[config.mk]
export PLATFORM = sky130hd
export DESIGN_NAME = isa_movx
export DESIGN_NICKNAME = d
export VERILOG_FILES = /design/src/rtl/isa_pkg.sv /design/src/rtl/isa_movx.sv
export SDC_FILE = /design/constraint.sdc
export NUM_CORES = 1
export LEC_CHECK = 0
export ABC_AREA = 1
export CORE_UTILIZATION = 56
export DETAILED_ROUTE_END_ITERATION = 12
export GPL_TIMING_DRIVEN = 0
export PLACE_DENSITY = 0.84
export SYNTH_ARGS = -nofsm -noshare
export SYNTH_HDL_FRONTEND = slang
export SYNTH_SLANG_ARGS = --single-unit
[constraint.sdc]
create_clock -name clk -period 12.3 [get_ports clk]
set_input_delay 3.69 -clock clk [delete_from_list [all_inputs] [get_ports clk]]
set_output_delay 3.69 -clock clk [all_outputs]
set_load 0.005 [all_outputs]
[src/rtl/isa_pkg.sv]
// Shared encodings for the ISA register-move executor: operation modes and FSM states.
package isa_pkg;

    typedef enum logic [1:0] {
        ISA_MOV   = 2'd0,
        ISA_LDI   = 2'd1,
        ISA_MOVNZ = 2'd2,
        ISA_XCHG  = 2'd3
    } isa_mode_e;

    typedef enum logic [2:0] {
        ST_IDLE = 3'd0,
        ST_RD0  = 3'd1,
        ST_RD1  = 3'd2,
        ST_WR1  = 3'd3,
        ST_WR0  = 3'd4,
        ST_DONE = 3'd5
    } isa_state_e;

endpackage

[src/rtl/isa_movx.sv]
// Register-move executor: MOV / LDI / MOVNZ / XCHG over a single-port register file,
// driven by the sequencer's enabled/finished handshake.
module isa_movx
    import isa_pkg::*;
#(
    parameter int WIDTH    = 64,
    parameter int REG_BITS = 4
) (
    input  logic                clk,
    input  logic                rst,
    input  logic                enabled,
    input  logic [1:0]          mode,
    input  logic [REG_BITS-1:0] r0,
    input  logic [REG_BITS-1:0] r1,
    input  logic [WIDTH-1:0]    imm,
    input  logic [WIDTH-1:0]    reg_out,
    output logic [REG_BITS-1:0] reg_id,
    output logic                reg_re,
    output logic [WIDTH-1:0]    reg_wd,
    output logic                reg_we,
    output logic                finished,
    output logic                skipped,
    output isa_state_e          state_dbg
);

    // Handshake: enabled rises to request an instruction and stays high until finished
    // has been seen; dropping it mid-instruction aborts, dropping it in DONE retires.
    isa_state_e          state_q, state_d;
    isa_mode_e           mode_q, mode_d;
    logic [REG_BITS-1:0] r0_q, r0_d, r1_q, r1_d;
    logic [WIDTH-1:0]    tmp0_q, tmp0_d, tmp1_q, tmp1_d;
    logic [REG_BITS-1:0] reg_id_q, reg_id_d;
    logic                reg_re_q, reg_re_d;
    logic [WIDTH-1:0]    reg_wd_q, reg_wd_d;
    logic                reg_we_q, reg_we_d;
    logic                fin_q, fin_d;
    logic                skip_q, skip_d;
    logic                busy;

    always_ff @(posedge clk or posedge rst) begin
        if (rst) begin
            state_q  <= ST_IDLE;
            mode_q   <= ISA_MOV;
            r0_q     <= '0;
            r1_q     <= '0;
            tmp0_q   <= '0;
            tmp1_q   <= '0;
            reg_id_q <= '0;
            reg_re_q <= 1'b0;
            reg_wd_q <= '0;
            reg_we_q <= 1'b0;
            fin_q    <= 1'b0;
            skip_q   <= 1'b0;
        end else begin
            state_q  <= state_d;
            mode_q   <= mode_d;
            r0_q     <= r0_d;
            r1_q     <= r1_d;
            tmp0_q   <= tmp0_d;
            tmp1_q   <= tmp1_d;
            reg_id_q <= reg_id_d;
            reg_re_q <= reg_re_d;
            reg_wd_q <= reg_wd_d;
            reg_we_q <= reg_we_d;
            fin_q    <= fin_d;
            skip_q   <= skip_d;
        end
    end

    assign busy = (state_q == ST_RD0) || (state_q == ST_RD1) ||
                  (state_q == ST_WR1) || (state_q == ST_WR0);

    always_comb begin
        state_d  = state_q;
        mode_d   = mode_q;
        r0_d     = r0_q;
        r1_d     = r1_q;
        tmp0_d   = tmp0_q;
        tmp1_d   = tmp1_q;
        reg_id_d = reg_id_q;
        reg_re_d = reg_re_q;
        reg_wd_d = reg_wd_q;
        reg_we_d = reg_we_q;
        fin_d    = fin_q;
        skip_d   = skip_q;
        if (busy && !enabled) begin
            // Abort: a write already pulsed has committed; nothing further is issued.
            reg_re_d = 1'b0;
            reg_we_d = 1'b0;
            fin_d    = 1'b0;
            skip_d   = 1'b0;
            state_d  = ST_IDLE;
        end else begin
            case (state_q)
                ST_IDLE: begin
                    if (enabled) begin
                        mode_d = isa_mode_e'(mode);
                        r0_d   = r0;
                        r1_d   = r1;
                        if (isa_mode_e'(mode) == ISA_LDI) begin
                            reg_id_d = r1;
                            reg_wd_d = imm;
                            reg_we_d = 1'b1;
                            state_d  = ST_WR1;
                        end else begin
                            reg_id_d = r0;
                            reg_re_d = 1'b1;
                            state_d  = ST_RD0;
                        end
                    end
                end
                ST_RD0: begin
                    tmp0_d = reg_out;
                    if (mode_q == ISA_XCHG) begin
                        reg_id_d = r1_q;
                        state_d  = ST_RD1;
                    end else if (mode_q == ISA_MOVNZ && reg_out == '0) begin
                        reg_re_d = 1'b0;
                        fin_d    = 1'b1;
                        skip_d   = 1'b1;
                        state_d  = ST_DONE;
                    end else begin
                        reg_re_d = 1'b0;
                        reg_id_d = r1_q;
                        reg_wd_d = reg_out;
                        reg_we_d = 1'b1;
                        state_d  = ST_WR1;
                    end
                end
                ST_RD1: begin
                    tmp1_d   = reg_out;
                    reg_re_d = 1'b0;
                    reg_id_d = r1_q;
                    reg_wd_d = tmp0_q;
                    reg_we_d = 1'b1;
                    state_d  = ST_WR1;
                end
                ST_WR1: begin
                    if (mode_q == ISA_XCHG) begin
                        reg_id_d = r0_q;
                        reg_wd_d = tmp1_q;
                        reg_we_d = 1'b1;
                        state_d  = ST_WR0;
                    end else begin
                        reg_we_d = 1'b0;
                        fin_d    = 1'b1;
                        state_d  = ST_DONE;
                    end
                end
                ST_WR0: begin
                    reg_we_d = 1'b0;
                    fin_d    = 1'b1;
                    state_d  = ST_DONE;
                end
                ST_DONE: begin
                    if (!enabled) begin
                        fin_d   = 1'b0;
                        skip_d  = 1'b0;
                        state_d = ST_IDLE;
                    end
                end
                default: state_d = ST_IDLE;
            endcase
        end
    end

    assign reg_id    = reg_id_q;
    assign reg_re    = reg_re_q;
    assign reg_wd    = reg_wd_q;
    assign reg_we    = reg_we_q;
    assign finished  = fin_q;
    assign skipped   = skip_q;
    assign state_dbg = state_q;

endmodule
==> results of run 1 <==
-- worst max-delay path, cell delays in order --
cell and delay [ns]:
clkdlybuf4s50_1 0.44, nor2_1 0.25, nand2_1 0.08, nor2_1 0.09, nand2_1 0.13, nor2_1 0.20
nand4_2 0.19, buf_2 0.31, clkbuf_1 0.27, nand4_1 0.14, nand2_1 0.06
-- synthesized netlist by cell type, types with 8 or more instances --
| cell type | n | area (µm²) |
|---|---|---|
| buf_4 | 8 | 60.1 |
| o21ai_1 | 26 | 130 |
| buf_2 | 33 | 165 |
| a22oi_1 | 20 | 150 |
| nand3_1 | 34 | 170 |
| clkbuf_1 | 41 | 154 |
| nand2_1 | 501 | 1880 |
| dfrtp_1 | 213 | 5330 |
| inv_1 | 77 | 289 |
| mux2_2 | 10 | 113 |
| nand4_1 | 67 | 419 |
| nor2_1 | 83 | 312 |
| o2111ai_1 | 44 | 385 |
| o21ai_0 | 115 | 576 |
-- area by class of cell --
type                            instances  area (µm²)  share of cell area (%)
Multi-Input combinational cell        921        4280                    31.6
Inverter                               81         312                    2.30
Buffer                                 86         394                    2.91
Timing Repair Buffer                  215        2170                    16.0
Clock buffer                           33         663                    4.89
Clock inverter                          8         121                   0.895
Tap cell                              229         287                    2.11
Sequential cell                       213        5330                    39.3
-- how the worst min path moves through the flow --
stage	endpoint	slack (ns)	cells after the start
after floorplan	r1_q[0]$_DFFE_PP0P_	0.45	2
after global placement	reg_wd[22]$_DFFE_PP0P_	0.45	2
after detailed placement	reg_wd[1]$_DFFE_PP0P_	0.46	2
after CTS	reg_wd[53]$_DFFE_PP0P_	0.47	2
after global routing	reg_wd[48]$_DFFE_PP0P_	0.49	2
final	reg_wd[53]$_DFFE_PP0P_	0.47	2
-- cell families after synthesis --
kind of cell / Yosys count
AND/OR/NAND/NOR: 697
AO/OA/AOI/OAI: 214
buffers and inverters: 167
flip-flops: 213
multiplexers: 10
-- sequential cells by signal (all words and copies together), names as in the netlist --
name / count
reg_wd: 64
tmp0_q: 64
tmp1_q: 64
r0_q: 4
r1_q: 4
reg_id: 4
state_dbg: 3
mode_q: 2
finished: 1
reg_re: 1
reg_we: 1
skipped: 1
-- layer usage --
| metal | track usage (%) | wire, µm | vias to the layer above |
|---|---|---|---|
| met5 | 0 | 0 | - |
| met4 | 18.3 | 1540 | 0 |
| li1 | - | - | 4789 |
| met1 | 47.1 | 13000 | 4988 |
| met2 | 54.8 | 15100 | 609 |
| met3 | 6.18 | 3100 | 125 |
-- cell usage in the layout, fill, tap and decap left out --
master and n:
o2111ai_1 44, a21oi_1 4, clkbuf_8 5, and3_1 1, nand2_1 501, inv_1 76, buf_4 8, inv_8 1
o21ai_0 115, clkdlybuf4s50_1 214, clkinv_2 3, mux2_2 10, buf_1 4, buf_2 33, o211ai_1 3, nor2_1 83
nand4_1 67, clkbuf_16 23, o22ai_1 1, inv_2 4, o21ai_1 26, clkinvlp_4 1, nand4_2 1, buf_16 1
nor2_2 4, bufinv_16 3, nor3_1 4, nor2_4 1, a22oi_1 20, nand3_1 34, clkbuf_1 46, nand3_2 1
dfrtp_1 213, clkinv_4 1, a21boi_0 1
-- power groups by stage --
| stage | combinational [mW] | sequential (mW) | clock [mW] |
|---|---|---|---|
| finish | 1.43 | 1.22 | 0.718 |
| global route | 1.59 | 1.25 | 0.744 |
| CTS | 1.42 | 1.21 | 0.719 |
| detailed placement | 1.40 | 1.21 | 0 |
| global placement | 1.36 | 1.20 | 0 |
| floorplan | 0.832 | 1.19 | 0 |
-- per-stage QoR --
step	worst slack [ns]	area (µm²)	hold WS (ns)	cells	power [mW]
global route	6.67	13600	0.485	1786	3.58
finish	6.84	13600	0.466	1786	3.37
floorplan	2.79	10300	0.453	1301	2.02
detailed placement	6.38	12800	0.457	1745	2.61
CTS	6.87	13600	0.472	1786	3.34
global placement	0.251	12700	0.455	1744	2.56
==> results.md, run 1 <==
- ANT nets after route: 0
- Fin Clk Skew: 0.0163 ns
- Worst Setup Start Kind: input pin
- Sw Pwr: 1.31 mW
- Synth async-reset ratio: 100%
- Clock-pin slew on the worst setup and hold paths: 0.06 ns
- Setup TNS: 0 ns
- H-tree depth: 1
- Hold Path Origin: reg_wd[53]$_DFFE_PP0P_
- Syn Area/Cell: 7.92 µm²
- Synth cell types: 26
- Sw frac: 38.8%
- Die W: 138 µm
- Post-synth net total: 1442
- Critical path class: in -> reg
- Leakage: 6.35 nW
- DP HPWL: 22700 µm
- Global-route wire length before repair: 50900 µm
- XOR/XNOR Fraction of Synth Area: 0%
- Capture point of the critical path: reg_wd[37]$_DFFE_PP0P_
- Number of antenna violations at the first check in global routing: 0
- Unrepaired setup endpoints after global routing: false
- R2r setup slk: 10.14 ns
- Post-synthesis mux area share: 1.09%
- Slew Viols, Final: 0
- DRT Pass-1 Iters: 6
- Worst r2r path cells: 8
- Synth Area in Compound Gates: 12.6%
- Site row count: 49
- Share of cells above drive strength 1: 6.42%
- CTS buffer count: 23
- Die Area: 18900 µm²
- Overall routing resource usage: 35.2%
- Final hold viol count: 0
- Clock power frac: 21.3%
- Fillers: 1403
- Maximum operating frequency: 0.183 GHz
- Grt ovf: 0
- Comb power frac: 42.6%
- Boundary Pins: 216
- CP max FO: 10
- Ys Warns: 0
- Clk root buf: clkbuf_16
- Clk sinks: 213
- # setup viols final: 0
- Pwr Density: 248 nW/µm²
- Buffer depth of the longest clock path: 3
- Core region area: 18000 µm²
- Via count: 10511
- Number of diodes: 0
- Gpl congestion: 0.901
- MaxCap Viol Count: 0
- Status: complete, no violations
- Worst endpoint data arrival time: 5.85 ns
- Synthesized area: 10300 µm²
- Period utilisation layout: 44.4%
- Layout area overhead: 31.5%
- Post-synthesis adder-cell area fraction: 0%
- CP Launch Point: reg_out[30]
- Vias per cell: 5.89
- Initial DRC count: 1104
- TritonCTS clock tree: yes
- Internal: 2.06 mW
- Syn Inst Count: 1301
- DRC viols: 0
- Clock Latency Late Sink: 0.51 ns
- Hold crit path type: reg -> reg
- Final #Nets: 1682
- Die height: 138 µm
- Sequential power share: 36.1%
- Drt wl/cell: 18.3 µm
- Register bit total from synthesis: 213
- Final min period: 5.46 ns
- PostCTS Resize Cnt: 0
- Sequential fraction of the synthesis area: 51.7%
- Number of hold buffers added after CTS: 0
- Post-layout util: 75.2%
- Ys flop type: dfrtp_1
- PortBufs: 214
- Vias in the first global route: 10077
- DRT Wirelength: 32800 µm
- Initial core utilization: 57.2%
- Rel. slew slack: 43.7%
- Worst EP required: 12.69 ns
- Post-Synth Simple-Gate Area: 27.8%
- Post-synth EDFFs: 0
- Setup Buffers After CTS: 0
- Reg2reg start: state_dbg[1]$_DFFE_PP0P_
- Largest family of logic cells by synthesized area: simple AND/OR/NAND/NOR gates
- Crit end category: flip-flop
- Reg-to-Reg End: reg_wd[22]$_DFFE_PP0P_
- Maximum VDD drop: 0.000164 V
- Worst-margin pin slew: 0.845 ns
- Largest net degree at the start of global routing: 121
(Power assumes the default switching activity.)
==> run 2, diff against run 1 <==
--- a/config.mk
+++ b/config.mk
@@ -6,10 +6,10 @@
 export NUM_CORES = 1
 export LEC_CHECK = 0
 export ABC_AREA = 1
-export CORE_UTILIZATION = 56
+export CORE_UTILIZATION = 47
 export DETAILED_ROUTE_END_ITERATION = 12
 export GPL_TIMING_DRIVEN = 0
-export PLACE_DENSITY = 0.84
+export PLACE_DENSITY = 0.75
 export SYNTH_ARGS = -nofsm -noshare
 export SYNTH_HDL_FRONTEND = slang
 export SYNTH_SLANG_ARGS = --single-unit
==> constraint.sdc (replaced) <==
create_clock -name clk -period 4.6 [get_ports clk]
set_input_delay 1.38 -clock clk [delete_from_list [all_inputs] [get_ports clk]]
set_output_delay 1.38 -clock clk [all_outputs]
set_load 0.005 [all_outputs]
==> run 2 against run 1 <==
  * Cell count rose by 2.9%
  * Core utilization fell by 11 points
  * Setup slack got worse by 5.4 ns
  * Sequential power rose to 2.6 times the previous value
  * Die area rose by 19%
  * Sequential cell count did not move
  * Combinational power rose to 2.7 times the previous value
  * Design area rose by 0.79%
==> results.md, run 2 (same netlist as run 1, synthesis figures left out) <==
- Initial DRC count: 762
- Clk sinks: 213
- Most common cell after layout, fill and taps aside: nand2_1
- Die height: 150 µm
- MaxCap Viol Count: 0
- CP max FO: 10
- Routed wire length on met3: 2880 µm
- Core region area: 21300 µm²
- # setup viols final: 0
- Buffer depth of the longest clock path: 3
- Pwr Density: 654 nW/µm²
- Worst endpoint data arrival time: 3.52 ns
- Crit end category: flip-flop
- Footprint of the multi-input gates: 4280 µm²
- Initial core utilization: 48.4%
- M1 wire length: 13800 µm
- Clk root buf: clkbuf_16
- PortBufs: 214
- DRT Wirelength: 33000 µm
- Clock-pin slew on the worst setup and hold paths: 0.06 ns
- Via count: 10162
- Top Metal Used: met4
- Leakage: 6.36 nW
- Unrepaired setup endpoints after global routing: false
- Worst-margin pin slew: 0.736 ns
- DP HPWL: 23700 µm
- Share of cells above drive strength 1: 6.47%
- Dpl cell area: 12900 µm²
- Vias in the first global route: 9828
- Critical path class: in -> reg
- ANT nets after route: 0
- Hold crit path type: reg -> reg
- Largest net degree at the start of global routing: 42
- Global-route wire length before repair: 52100 µm
- H-tree depth: 1
- Reg area: 5330 µm²
- Maximum operating frequency: 0.320 GHz
- Number of hold buffers added after CTS: 0
- Fin Clk Skew: 0.0219 ns
- Maximum VDD drop: 0.000370 V
- CTS buffer count: 24
- Period utilisation layout: 67.9%
- Worst EP required: 5.00 ns
- Post-layout util: 64.2%
- TritonCTS clock tree: yes
- DRC viols: 0
- Rel. slew slack: 50.8%
- Drt wl/cell: 18.0 µm
- Overall routing resource usage: 30.0%
- Number of antenna violations at the first check in global routing: 2
- Clock Latency Late Sink: 0.53 ns
- Fillers: 1839
- Final min period: 3.12 ns
- Die Area: 22500 µm²
- Worst Setup Start Kind: input pin
- DRT Pass-1 Iters: 5
- Status: complete, no violations
- Grt ovf: 0
- Die W: 150 µm
- PostCTS Resize Cnt: 0
- Gpl congestion: 0.903
- Most frequent cells in the layout: nand2_1 (501), clkdlybuf4s50_1 (214), dfrtp_1 (213), o21ai_0 (115), nor2_1 (83)
- Slew Viols, Final: 0
- Final instance area: 13700 µm²
- Final hold viol count: 0
- Site row count: 53
- Setup Buffers After CTS: 0
- Vias per cell: 5.53
- Routed length on met2: 15200 µm
- Layout area overhead: 32.6%
- Boundary Pins: 216
- Final #Nets: 1687
## run 2: cell type report
| type | count | share of cell area [%] |
|---|---|---|
| Buffer | 86 | 2.89 |
| Sequential cell | 213 | 39.0 |
| Tap cell | 275 | 2.52 |
| Inverter | 81 | 2.25 |
| Clock buffer | 34 | 4.89 |
| Timing Repair Buffer | 219 | 16.4 |
| Multi-Input combinational cell | 921 | 31.3 |
| Clock inverter | 6 | 0.669 |
| Antenna cell | 2 | 0.0366 |
## run 2: worst paths after layout
path / cells past startpoint / startpoint / slack (ns) / endpoint
setup / recovery: 11 / reg_out[56] / 1.48 / reg_wd[1]$_DFFE_PP0P_
hold / removal: 2 / reg_wd[40]$_DFFE_PP0P_ / 0.47 / reg_wd[40]$_DFFE_PP0P_
setup reg to reg: 8 / state_dbg[1]$_DFFE_PP0P_ / 2.52 / reg_wd[63]$_DFFE_PP0P_
hold reg to reg: 2 / reg_wd[40]$_DFFE_PP0P_ / 0.47 / reg_wd[40]$_DFFE_PP0P_
max in group asynchronous: 5 / rst / 2.08 / tmp0_q[2]$_DFFE_PP0N_
min in group asynchronous: 2 / rst / 1.33 / reg_wd[30]$_DFFE_PP0P_
## run 2: worst max-delay path, stage by stage
cell and delay, ns:
clkdlybuf4s50_1 0.49, nor2_1 0.21, nand2_1 0.13, nor2_1 0.12, nand2_1 0.06, nor2_1 0.16
nand4_2 0.21, buf_2 0.33, buf_2 0.25, nand4_1 0.11, nand2_1 0.07
## run 2: report_power, final
part           internal (mW)  switching (mW)
Sequential              2.75           0.483
Clock                   1.12           0.773
Combinational           1.59            2.21
## run 2: metal layers
layer / vias to the layer above / GRT usage [%]
met2: 464 / 47.3
met4: 0 / 11.2
li1: 4791 / -
met1: 4837 / 41.2
met3: 70 / 5.55
met5: - / 0
## run 2: per-stage QoR
step                      total power [mW]  setup WS (ns)  TNS (ns)  hold slack (ns)  instances
after global routing                  9.53           1.38         0            0.488       1837
after detailed placement              7.01           1.01         0            0.457       1795
final                                 8.93           1.48         0            0.467       1837
after global placement                6.88          -1.22   -255.66            0.454       1790
after CTS                             8.91           1.54         0            0.471       1835
after floorplan                       5.40          0.450         0            0.453       1301
